`config.mk`:
```
export PLATFORM = sky130hd
export DESIGN_NAME = hilo_divider
export DESIGN_NICKNAME = d
export VERILOG_FILES = /design/src/rtl/hilo_divider.sv
export SDC_FILE = /design/constraint.sdc
export NUM_CORES = 1
export LEC_CHECK = 0
export BUFFER_PORTS_ARGS = -buffer_cell sky130_fd_sc_hd__buf_2
export CAP_MARGIN = 20
export CORE_MARGIN = 4
export CORE_UTILIZATION = 32
export DETAILED_ROUTE_END_ITERATION = 10
export SETUP_SLACK_MARGIN = 0.02
export SYNTH_ARGS = -nofsm -noshare
export SYNTH_HDL_FRONTEND = slang
export SYNTH_SLANG_ARGS = --single-unit
```
`constraint.sdc`:
```
create_clock -name clk -period 8.5 [get_ports clk]
set_input_delay 2.55 -clock clk [delete_from_list [all_inputs] [get_ports clk]]
set_output_delay 2.55 -clock clk [all_outputs]
set_load 0.01 [all_outputs]
```
`src/rtl/hilo_divider.sv`:
```
`default_nettype none
// ============================================================================
//  Module   : hilo_divider
//  Purpose  : Iterative restoring divider for MIPS DIV / DIVU in the EX stage.
//             Produces one quotient bit per clock and delivers the packed
//             {hi, lo} = {remainder, quotient} pair for the HI/LO registers.
//  Revision : 1.0 - initial release
// ----------------------------------------------------------------------------
//  Ports
//    clk        in   1        clock
//    rst        in   1        asynchronous active-high reset
//    start      in   1        launch a division (sampled only in IDLE)
//    is_signed  in   1        1 = DIV (two's complement), 0 = DIVU
//    dividend   in   WIDTH    numerator, sampled with start
//    divisor    in   WIDTH    denominator, sampled with start
//    flush      in   1        abort the current operation
//    busy       out  1        operation in progress (pipeline stall)
//    done       out  1        one-cycle pulse, hl_result valid
//    hl_result  out  2*WIDTH  {remainder, quotient} = {hi, lo}
// ============================================================================
module hilo_divider #(
  parameter int WIDTH = 32
) (
  input  logic               clk,
  input  logic               rst,
  input  logic               start,
  input  logic               is_signed,
  input  logic [WIDTH-1:0]   dividend,
  input  logic [WIDTH-1:0]   divisor,
  input  logic               flush,
  output logic               busy,
  output logic               done,
  output logic [2*WIDTH-1:0] hl_result
);

  localparam int CNT_W = $clog2(WIDTH) + 1;
  localparam logic [CNT_W-1:0] CNT_LOAD = CNT_W'(WIDTH);
  localparam logic [CNT_W-1:0] CNT_LAST = CNT_W'(1);

  localparam logic [1:0] S_IDLE = 2'd0;
  localparam logic [1:0] S_CALC = 2'd1;
  localparam logic [1:0] S_DONE = 2'd2;

  logic [1:0]       state;
  logic [1:0]       next_state;
  logic [CNT_W-1:0] counter;
  logic [WIDTH-1:0] rem_q;       // partial remainder
  logic [WIDTH-1:0] quo_q;       // dividend bits shifting out / quotient bits shifting in
  logic [WIDTH-1:0] dvsr_q;      // |divisor|
  logic             signed_q;
  logic             dvd_neg_q;
  logic             dvs_neg_q;

  logic             launch;
  logic [WIDTH-1:0] dvd_abs;
  logic [WIDTH-1:0] dvs_abs;
  logic [WIDTH:0]   shifted;
  logic             fits;
  logic [WIDTH-1:0] rem_diff;
  logic [WIDTH-1:0] rem_nxt;
  logic [WIDTH-1:0] quo_nxt;
  logic             neg_quo;
  logic             neg_rem;
  logic [WIDTH-1:0] quo_fix;
  logic [WIDTH-1:0] rem_fix;

  assign launch = (state == S_IDLE) && start && !flush;

  // Magnitudes of the operands. The most negative value maps onto itself,
  // which is exactly its magnitude when read as unsigned.
  assign dvd_abs = (is_signed && dividend[WIDTH-1]) ? (~dividend + 1'b1) : dividend;
  assign dvs_abs = (is_signed && divisor[WIDTH-1])  ? (~divisor + 1'b1)  : divisor;

  // One restoring step: shift {rem, quo} left, trial-subtract the divisor
  // with one extra bit of headroom on the shifted remainder.
  assign shifted  = {rem_q, quo_q[WIDTH-1]};
  assign fits     = (shifted >= {1'b0, dvsr_q});
  // When the trial fits the difference is below the divisor, so WIDTH
  // bits hold it exactly.
  assign rem_diff = shifted[WIDTH-1:0] - dvsr_q;
  assign rem_nxt  = fits ? rem_diff : shifted[WIDTH-1:0];
  assign quo_nxt  = {quo_q[WIDTH-2:0], fits};

  // Sign fix-up on the final step. With a zero divisor the quotient stays
  // all ones; the remainder fix still runs because negating |dividend|
  // gives back the original dividend, which is the required hi value.
  assign neg_quo = signed_q && (dvd_neg_q ^ dvs_neg_q) && (dvsr_q != '0);
  assign neg_rem = signed_q && dvd_neg_q;
  assign quo_fix = neg_quo ? (~quo_nxt + 1'b1) : quo_nxt;
  assign rem_fix = neg_rem ? (~rem_nxt + 1'b1) : rem_nxt;

  always_comb begin
    next_state = state;
    case (state)
      S_IDLE: begin
        if (launch) begin
          next_state = S_CALC;
        end
      end
      S_CALC: begin
        if (flush) begin
          next_state = S_IDLE;
        end else if (counter == CNT_LAST) begin
          next_state = S_DONE;
        end
      end
      S_DONE: begin
        next_state = S_IDLE;
      end
      default: begin
        next_state = S_IDLE;
      end
    endcase
  end

  always_ff @(posedge clk or posedge rst) begin
    if (rst) begin
      state     <= S_IDLE;
      busy      <= 1'b0;
      done      <= 1'b0;
      hl_result <= '0;
      counter   <= '0;
      rem_q     <= '0;
      quo_q     <= '0;
      dvsr_q    <= '0;
      signed_q  <= 1'b0;
      dvd_neg_q <= 1'b0;
      dvs_neg_q <= 1'b0;
    end else begin
      state <= next_state;
      busy  <= (next_state != S_IDLE);
      done  <= (next_state == S_DONE);

      if (launch) begin
        signed_q  <= is_signed;
        dvd_neg_q <= is_signed && dividend[WIDTH-1];
        dvs_neg_q <= is_signed && divisor[WIDTH-1];
        quo_q     <= dvd_abs;
        dvsr_q    <= dvs_abs;
        rem_q     <= '0;
        counter   <= CNT_LOAD;
      end else if (state == S_CALC) begin
        rem_q   <= rem_nxt;
        quo_q   <= quo_nxt;
        counter <= counter - 1'b1;
      end

      if ((state == S_CALC) && (next_state == S_DONE)) begin
        hl_result <= {rem_fix, quo_fix};
      end
    end
  end

endmodule
`default_nettype wire

```
==> results.yml, run 1 <==
run_status:
  status: "finished clean"
placement:
  dp_cells: 1986
  dp_slack_ns: 2.16
  gp_congestion: 0.915
  port_buffers: 134
  post-dp-hpwl_mm: 28.8
floorplanning:
  core-area_um2: 36700
  start_util_pct: 32.5
  die_area_um2: 40500
  die_x_um: 201
  fp-row-count: 70
  ioPinCount: 135
  die_y_um: 201
job:
  drv_cap: 0
route:
  drc: 0
  via_per_inst: 5.41
  detail-route-antenna-nets: 0
  drt_wl_total_mm: 37.1
  drt_iter0_markers: 860
  drt_pre_antenna_iters: 5
  wire_per_inst_um: 18.4
  via_count: 10900
timing:
  setup_ws_ns: 2.01
  fin_setup_tns_ns: 0
  final_hold_viol_count: 0
  finalCritPeriodShare_pct: 76.3
  finalSetupViolCount: 0
  clock.fmax_ghz: 0.154
  rsz0062_at_grt: "false"
  relSlewSlack_pct: 36.2
  worst_pin_slew_ns: 0.957
  period_minus_slack_ns: 6.49
  clock_skew_ns: 0.00961
  drv_slew: 0
cells_and_area:
  multiInputGateArea_um2: 7090
  instances_no_fill: 2019
  final_nets: 1646
  layout_common_cells: "206 x nand2_1, 173 x dfrtp_1, 160 x o21ai_0"
  drive_gt1_share_pct: 12.8
  final-seq-area_um2: 4330
  area_growth_pct: 13.4
  antenna_cells: 0
  fillers: 3786
  layout_commonest_cell: "nand2_1"
global_route:
  grt_overflow_total: 0
  grt_pass1_vias: 10500
  antenna_found_initial: 0
  grt_usage_pct: 18.0
  grt_pass1_wl_mm: 59.7
  grt_max_degree: 99
clocking:
  cts_num_sinks: 173
  cts_hold_buf: 0
  cts_setup_buffers: 0
  clk_latency_ns: 0.45
  clockBufferDepth: 2
  cts_tree: "yes"
  cts_htree_levels: 4
  cts_resized: 0
  cts_buffers: 17
  clockRootBuffer: "clkbuf_16"
  clkTransAtPathRegs_ns: 0.08
power:
  pwr-share-comb_pct: 58.3
  power_density_nw_per_um2: 395
  p_switching_mw: 2.69
  vdd_drop_max_mv: 0.148
  p_leak_nw: 5.97
  p_int_mw: 2.66
  p_sw_share_pct: 50.3
  p_clk_share_pct: 14.5
  seqPwrFrac_pct: 27.1
yosys:
  synthFlopType: "dfrtp_1"
  synthArstFlopShare_pct: 100
  synth-edff-count: 0
  avgSynthCellArea_um2: 8.20
  synthCells: 1457
  ys_seq_area_share_pct: 36.3
  synth_area_um2: 11900
  syn_nets: 1565
  ys_seq_elements: 173
  yosys_warnings: 0
  synth_cell_types: 76
setup_path:
  crit_path_frequent_cell: "ha_1"
  crit_path_max_fanout: 45
  critPathLaunch: "rem_q[12]"
  r2r_start: "rem_q[12]"
  crit_type: "reg2reg"
  arrival_ns: 6.79
  slowest_stage: "nor4b_1"
  ff2ff_path_depth: 19
  startpoint_type: "flop"
  cp.required_ns: 8.80
  crit_path_cell_trace: "ha_1 > nand4_1 > or3_1 > a2111o_1 > a31o_1 > a21o_1 > nand2_8 > inv_4 > mux2i_1 > ha_1 > or4b_1 > nor4b_1 > nor4bb_1 > nand3_1 > o41ai_1 > nand2_1 > o31ai_1 > xnor2_1 > o21ai_1"
  worst_setup_path_end_kind: "flop"
  slowest_delay_ns: 0.52
min_path:
  hold_depth: 2
  worstHoldStart: "hl_result[34]"
  hp-class: "reg2reg"
-- critical path: cells and delay by family, from the launching register on --
kind,cells,cell delay (ns)
fa+ha+maj,2,0.78
simple gates,8,2.68
buf+inv,1,0.23
flops,1,0.45
mux,1,0.29
xor+xnor,1,0.16
compound gates,6,1.70
-- cells in the mapped netlist, types with 19 or more instances --
master	instances	area [um2]
nand2_1	206	773
dfrtp_1	173	4330
o21ai_0	160	801
nor2_1	86	323
a21oi_1	77	385
xnor2_1	77	674
clkbuf_1	75	282
xor2_1	63	552
inv_1	54	203
nand3_1	52	260
ha_1	38	475
o21ai_1	38	190
a31oi_1	32	200
nor3_1	28	140
nor4_1	25	156
mux2i_1	23	230
o31ai_1	21	158
nand4_1	19	119
-- kinds of logic after synthesis --
group | after synthesis | share of synthesized area [%]
adders and majority gates | 39 | 4.15
AOI/OAI and AO/OA | 435 | 22.3
muxes | 26 | 2.21
buffers and inverters | 138 | 4.59
and+or+nand+nor | 506 | 20.3
xor gates and xnor gates | 140 | 10.3
DFF | 173 | 36.3
-- stage by stage --
stage	utilization, %	power, mW	area [um2]	hold WS [ns]
2_1_floorplan	-	3.60	11900	0.469
3_3_place_gp	35.3	4.51	13000	0.458
3_5_place_dp	35.3	4.53	13000	0.465
4_1_cts	36.9	5.32	13500	0.481
5_1_grt	36.9	5.77	13500	0.497
6_report	36.9	5.34	13500	0.473
-- state kept, by name, summed over array words and instances (netlist names) --
register and count:
dvsr_q 32, busy 1, dvs_neg_q 1, rem_q 32, hl_result 64, dvd_neg_q 1
state 2, done 1, quo_q 32, counter 6, signed_q 1
-- metal layers --
layer | up-vias | part of all wire [%] | track usage (%) | wire (um)
met5 | - | 0 | 0 | 0
met4 | 0 | 1.6 | 4.54 | 612
met3 | 33 | 4.9 | 2.30 | 1810
met2 | 331 | 43 | 26.9 | 15900
met1 | 5174 | 51 | 27.6 | 18800
li1 | 5394 | - | - | -
-- power by group through the flow --
| stage | Clock (mW) | Combinational, mW | Sequential (mW) |
|---|---|---|---|
| 5_1_grt | 0.827 | 3.45 | 1.50 |
| 4_1_cts | 0.794 | 3.08 | 1.45 |
| 3_5_place_dp | 0 | 3.07 | 1.46 |
| 2_1_floorplan | 0 | 2.19 | 1.41 |
| 3_3_place_gp | 0 | 3.06 | 1.45 |
| 6_report | 0.777 | 3.12 | 1.45 |
-- cell type report --
class	count	area share, %
multi-input combinational	1146	52.4
sequential	173	32.0
timing repair buffer	145	5.55
tap	468	4.33
clock buffer	19	3.27
inverter	55	1.58
clock inverter	13	0.906
-- path summary, 6_finish.rpt --
kind,end,slack [ns]
max,hl_result[60],2.01
min,hl_result[34],0.47
max reg2reg,hl_result[60],2.01
min reg2reg,hl_result[34],0.47
max in group asynchronous,rem_q[16],5.10
min in group asynchronous,done,2.27
Note: power is estimated with default switching activity, not from simulation.
==> inputs of run 2 (changes only) <==
Clock period 8.5 ns to 6.6 ns, I/O delays scaled along.
==> results.yml, run 2 (synthesized netlist as in run 1, its figures left out) <==
timing:
  finalSetupViolCount: 0
  finalCritPeriodShare_pct: 86.5
  setup_ws_ns: 0.893
  worst_pin_slew_ns: 1.16
  clock.fmax_ghz: 0.175
  drv_slew: 0
  rsz0062_at_grt: "false"
  relSlewSlack_pct: 22.0
  fin_setup_tns_ns: 0
  final_hold_viol_count: 0
  clock_skew_ns: 0.0111
  period_minus_slack_ns: 5.71
clocking:
  cts_htree_levels: 4
  cts_buffers: 17
  cts_resized: 0
  cts_num_sinks: 173
  clk_latency_ns: 0.44
  cts_hold_buf: 0
  cts_setup_buffers: 0
  clockRootBuffer: "clkbuf_16"
  cts_tree: "yes"
  clockBufferDepth: 2
  clkTransAtPathRegs_ns: 0.07
route:
  detail-route-antenna-nets: 0
  top_layer: "met4"
  wl_met3_mm: 2.00
  drt_wl_total_mm: 37.2
  routed-wl-met2_mm: 15.9
  wirelength_met1_mm: 18.6
  wire_per_inst_um: 18.4
  drt_pre_antenna_iters: 5
  via_per_inst: 5.41
  drc: 0
  drt_iter0_markers: 818
  via_count: 10900
floorplanning:
  die_area_um2: 40500
  die_x_um: 201
  ioPinCount: 135
  fp-row-count: 70
  core-area_um2: 36700
  start_util_pct: 32.5
  die_y_um: 201
setup_path:
  cp.required_ns: 6.90
  r2r_start: "rem_q[12]"
  ff2ff_path_depth: 19
  worst_setup_path_end_kind: "flop"
  crit_path_max_fanout: 10
  arrival_ns: 6.01
  crit_type: "reg2reg"
  startpoint_type: "flop"
  r2r_setup_slack_ns: 0.89
  r2r_end: "hl_result[56]"
min_path:
  worstHoldStart: "hl_result[17]"
  min_to: "hl_result[17]"
  hp-class: "reg2reg"
  hold_depth: 2
global_route:
  grt_usage_pct: 17.9
  grt_pass1_wl_mm: 59.2
  grt_pass1_vias: 10400
  grt_max_degree: 91
  antenna_found_initial: 1
  grt_overflow_total: 0
power:
  seqPwrFrac_pct: 27.1
  p_int_mw: 3.43
  p_sw_share_pct: 50.1
  p_clk_share_pct: 14.3
  pwr-share-comb_pct: 58.6
  power_density_nw_per_um2: 506
  vdd_drop_max_mv: 0.221
  p_switching_mw: 3.44
  p_leak_nw: 5.98
placement:
  placed_area_um2: 13000
  gp_congestion: 0.892
  port_buffers: 134
  post-dp-hpwl_mm: 29.1
  dp_slack_ns: 0.929
job:
  drv_cap: 0
cells_and_area:
  layout_common_cells: "206 x nand2_1, 173 x dfrtp_1, 160 x o21ai_0"
  layout_commonest_cell: "nand2_1"
  finalInstanceArea_um2: 13600
  largest_register_ffs: 64
  area_growth_pct: 13.6
  final_nets: 1649
  drive_gt1_share_pct: 13.0
  top_register: "hl_result"
run_status:
  status: "finished clean"
==> run 2: changes by cell type in the layout (fill, tap and decap cells not counted), sizes merged <==
cell      before  now
diode          0    1
inv           63   62
clkbuf        19   18
clkinvlp       0    2
buf          145  148
==> run 2: how the worst max path moves through the flow <==
stage / startpoint / endpoint
3_5_place_dp: rem_q[12] / hl_result[60]
4_1_cts: rem_q[12] / hl_result[58]
6_report: rem_q[12] / hl_result[56]
3_3_place_gp: rem_q[12] / hl_result[60]
5_1_grt: rem_q[12] / hl_result[60]
2_1_floorplan: rem_q[12] / hl_result[60]
==> run 2: routing by layer <==
layer	vias up	GRT usage, %
met3	43	2.66
met5	-	0
met1	5170	27.4
met4	0	4.57
li1	5404	-
met2	326	26.4
==> run 2: power groups by stage <==
stage / clock network [mW] / logic [mW] / registers [mW]
6_report: 0.982 / 4.02 / 1.87
5_1_grt: 1.05 / 4.44 / 1.92
4_1_cts: 1.01 / 3.99 / 1.86
3_5_place_dp: 0 / 3.97 / 1.88
3_3_place_gp: 0 / 3.96 / 1.86
2_1_floorplan: 0 / 2.82 / 1.81
==> run 2: layout make-up <==
type                            instances  area [um2]
Sequential cell                       173        4330
Multi-Input combinational cell       1146        7090
Tap cell                              468         586
Antenna cell                            1        2.50
Clock inverter                         14         126
Fill cell                            3852       23100
Timing Repair Buffer                  148         788
Clock buffer                           18         429
Inverter                               55         213
==> run 2: stage by stage <==
step	hold slack, ns	total power, mW	utilization, %	std cells
2_1_floorplan	0.469	4.63	-	1457
3_3_place_gp	0.458	5.82	35.4	1990
3_5_place_dp	0.465	5.85	35.4	1990
4_1_cts	0.481	6.86	37.0	2022
5_1_grt	0.497	7.41	37.0	2023
6_report	0.476	6.87	37.0	2023
==> run 2: critical path: stages (launching register included) <==
cell,delay [ns]
dfrtp_1,0.46
ha_1,0.50
nand4_1,0.21
or3_1,0.38
a2111o_1,0.46
a31o_1,0.29
a21o_1,0.26
nand2_8,0.09
inv_4,0.04
mux2i_1,0.23
ha_1,0.28
or4b_1,0.49
nor4b_1,0.52
nor4bb_1,0.37
nand3_1,0.18
o41ai_4,0.13
nand2_2,0.10
o31ai_1,0.32
xnor2_1,0.16
o21ai_1,0.07
==> inputs of run 3 (changes only) <==
Settings changed: CAP_MARGIN 20 to not set, CORE_UTILIZATION 32 to 50, PLACE_DENSITY set to 0.7.
==> results.yml, run 3 (synthesized netlist as in run 1, its figures left out) <==
route:
  via_per_inst: 5.92
  drc: 0
  drt_iter0_markers: 998
  via_count: 11100
  detail-route-antenna-nets: 0
  wire_per_inst_um: 18.5
  drt_pre_antenna_iters: 5
  drt_wl_total_mm: 34.6
setup_path:
  cp_top_family: "simple AND/OR/NAND/NOR gates"
  slowest_delay_ns: 0.50
  crit_path_frequent_cell: "ha_1"
  worst_setup_path_end_kind: "flop"
  cp.required_ns: 6.91
  slowest_stage: "nor4b_1"
  arrival_ns: 5.92
  crit_type: "reg2reg"
  crit_path_max_fanout: 10
  startpoint_type: "flop"
  path_buf_inv: 1
  crit_path_cell_trace: "ha_1 > nand4_1 > or3_1 > a2111o_1 > a31o_1 > a21o_1 > nand2_8 > inv_4 > mux2i_1 > ha_1 > or4b_1 > nor4b_1 > nor4bb_1 > nand3_1 > o41ai_1 > nand2_1 > o31ai_1 > xnor2_1 > o21ai_1"
global_route:
  grt_overflow_total: 0
  grt_pass1_vias: 10300
  grt_usage_pct: 26.2
  grt_max_degree: 174
  antenna_found_initial: 1
  grt_pass1_wl_mm: 55.8
clocking:
  clockRootBuffer: "clkbuf_16"
  cts_num_sinks: 173
  clk_latency_ns: 0.45
  clockBufferDepth: 2
  cts_hold_buf: 0
  cts_buffers: 17
  cts_htree_levels: 4
  cts_resized: 0
  clkTransAtPathRegs_ns: 0.08
  cts_setup_buffers: 0
  cts_tree: "yes"
placement:
  dp_cells: 1839
  port_buffers: 134
  gp_congestion: 0.945
  post-dp-hpwl_mm: 26.0
timing:
  clock.fmax_ghz: 0.178
  drv_slew: 0
  clock_skew_ns: 0.0174
  rsz0062_at_grt: "false"
  period_minus_slack_ns: 5.61
  finalCritPeriodShare_pct: 85.0
  relSlewSlack_pct: 24.7
  final_hold_viol_count: 0
  finalSetupViolCount: 0
  worst_pin_slew_ns: 1.12
  fin_setup_tns_ns: 0
cells_and_area:
  layout_common_cells: "206 x nand2_1, 173 x dfrtp_1, 160 x o21ai_0"
  top_register: "hl_result"
  final_nets: 1647
  utilization_pct: 57.2
  largest_register_ffs: 64
  layout_commonest_cell: "nand2_1"
  drive_gt1_share_pct: 13.0
  instances_no_fill: 1871
  antenna_cells: 0
  area_growth_pct: 12.5
power:
  vdd_drop_max_mv: 0.217
  power_density_nw_per_um2: 518
  p_leak_nw: 6.00
min_path:
  hp-class: "reg2reg"
job:
  drv_cap: 0
floorplanning:
  die_x_um: 163
  fp-row-count: 56
  start_util_pct: 50.9
  core-area_um2: 23500
  die_y_um: 163
  die_area_um2: 26400
  ioPinCount: 135
run_status:
  status: "finished clean"
## run 3: cell types whose count changed in the layout (fill, tap and decap cells not counted), sizes merged
cell      before  now
clkinvlp       2    1
diode          1    0
clkinv         5    7
clkbuf        18   17
buf          148  146
## run 3: final timing paths
| path | depth (start not counted) | slack, ns | end | startpoint |
|---|---|---|---|---|
| max | 19 | 0.99 | hl_result[60] | rem_q[12] |
| min reg2reg | 2 | 0.48 | hl_result[29] | hl_result[29] |
| min in group asynchronous | 3 | 1.79 | hl_result[22] | rst |
| min | 2 | 0.48 | hl_result[29] | hl_result[29] |
| max reg2reg | 19 | 0.99 | hl_result[60] | rem_q[12] |
| max in group asynchronous | 3 | 4.12 | dvsr_q[16] | rst |
## run 3: tightest hold or removal path, delay by kind of cell, from the launching register on
family / cells / cell delay (ns)
simple gates: 1 / 0.05
compound gates: 1 / 0.06
flops: 1 / 0.34
## run 3: layout make-up
class                      count  area [um2]
clock buffer                  17         425
multi-input combinational   1146        7090
inverter                      55         213
fill                        2221       10000
timing repair buffer         146         773
sequential                   173        4330
clock inverter                15         206
tap                          319         399
## run 3: per-stage QoR
stage                     instance area, um2  total power [mW]  hold WS (ns)  worst slack [ns]
after global routing                   13400              7.48         0.506             0.598
after global placement                 12800              5.75         0.459              1.16
after floorplan                        11900              4.63         0.469             0.993
after detailed placement               12800              5.79         0.467              1.06
after CTS                              13400              6.89         0.485              1.05
final                                  13400              6.96         0.480             0.991
## run 3: report_power, final
group / switching (mW) / total, mW / internal [mW]
clock: 0.547 / 1.07 / 0.528
combinational: 2.53 / 4.01 / 1.48
sequential: 0.424 / 1.87 / 1.45
## run 3: per-layer routing
metal / GRT usage [%] / routed length [um] / vias up
met3: 4.28 / 2870 / 34
met2: 37.2 / 14200 / 453
met1: 41.6 / 17000 / 5171
met4: 6.63 / 504 / 2
met5: 0 / 12 / -
li1: - / - / 5415
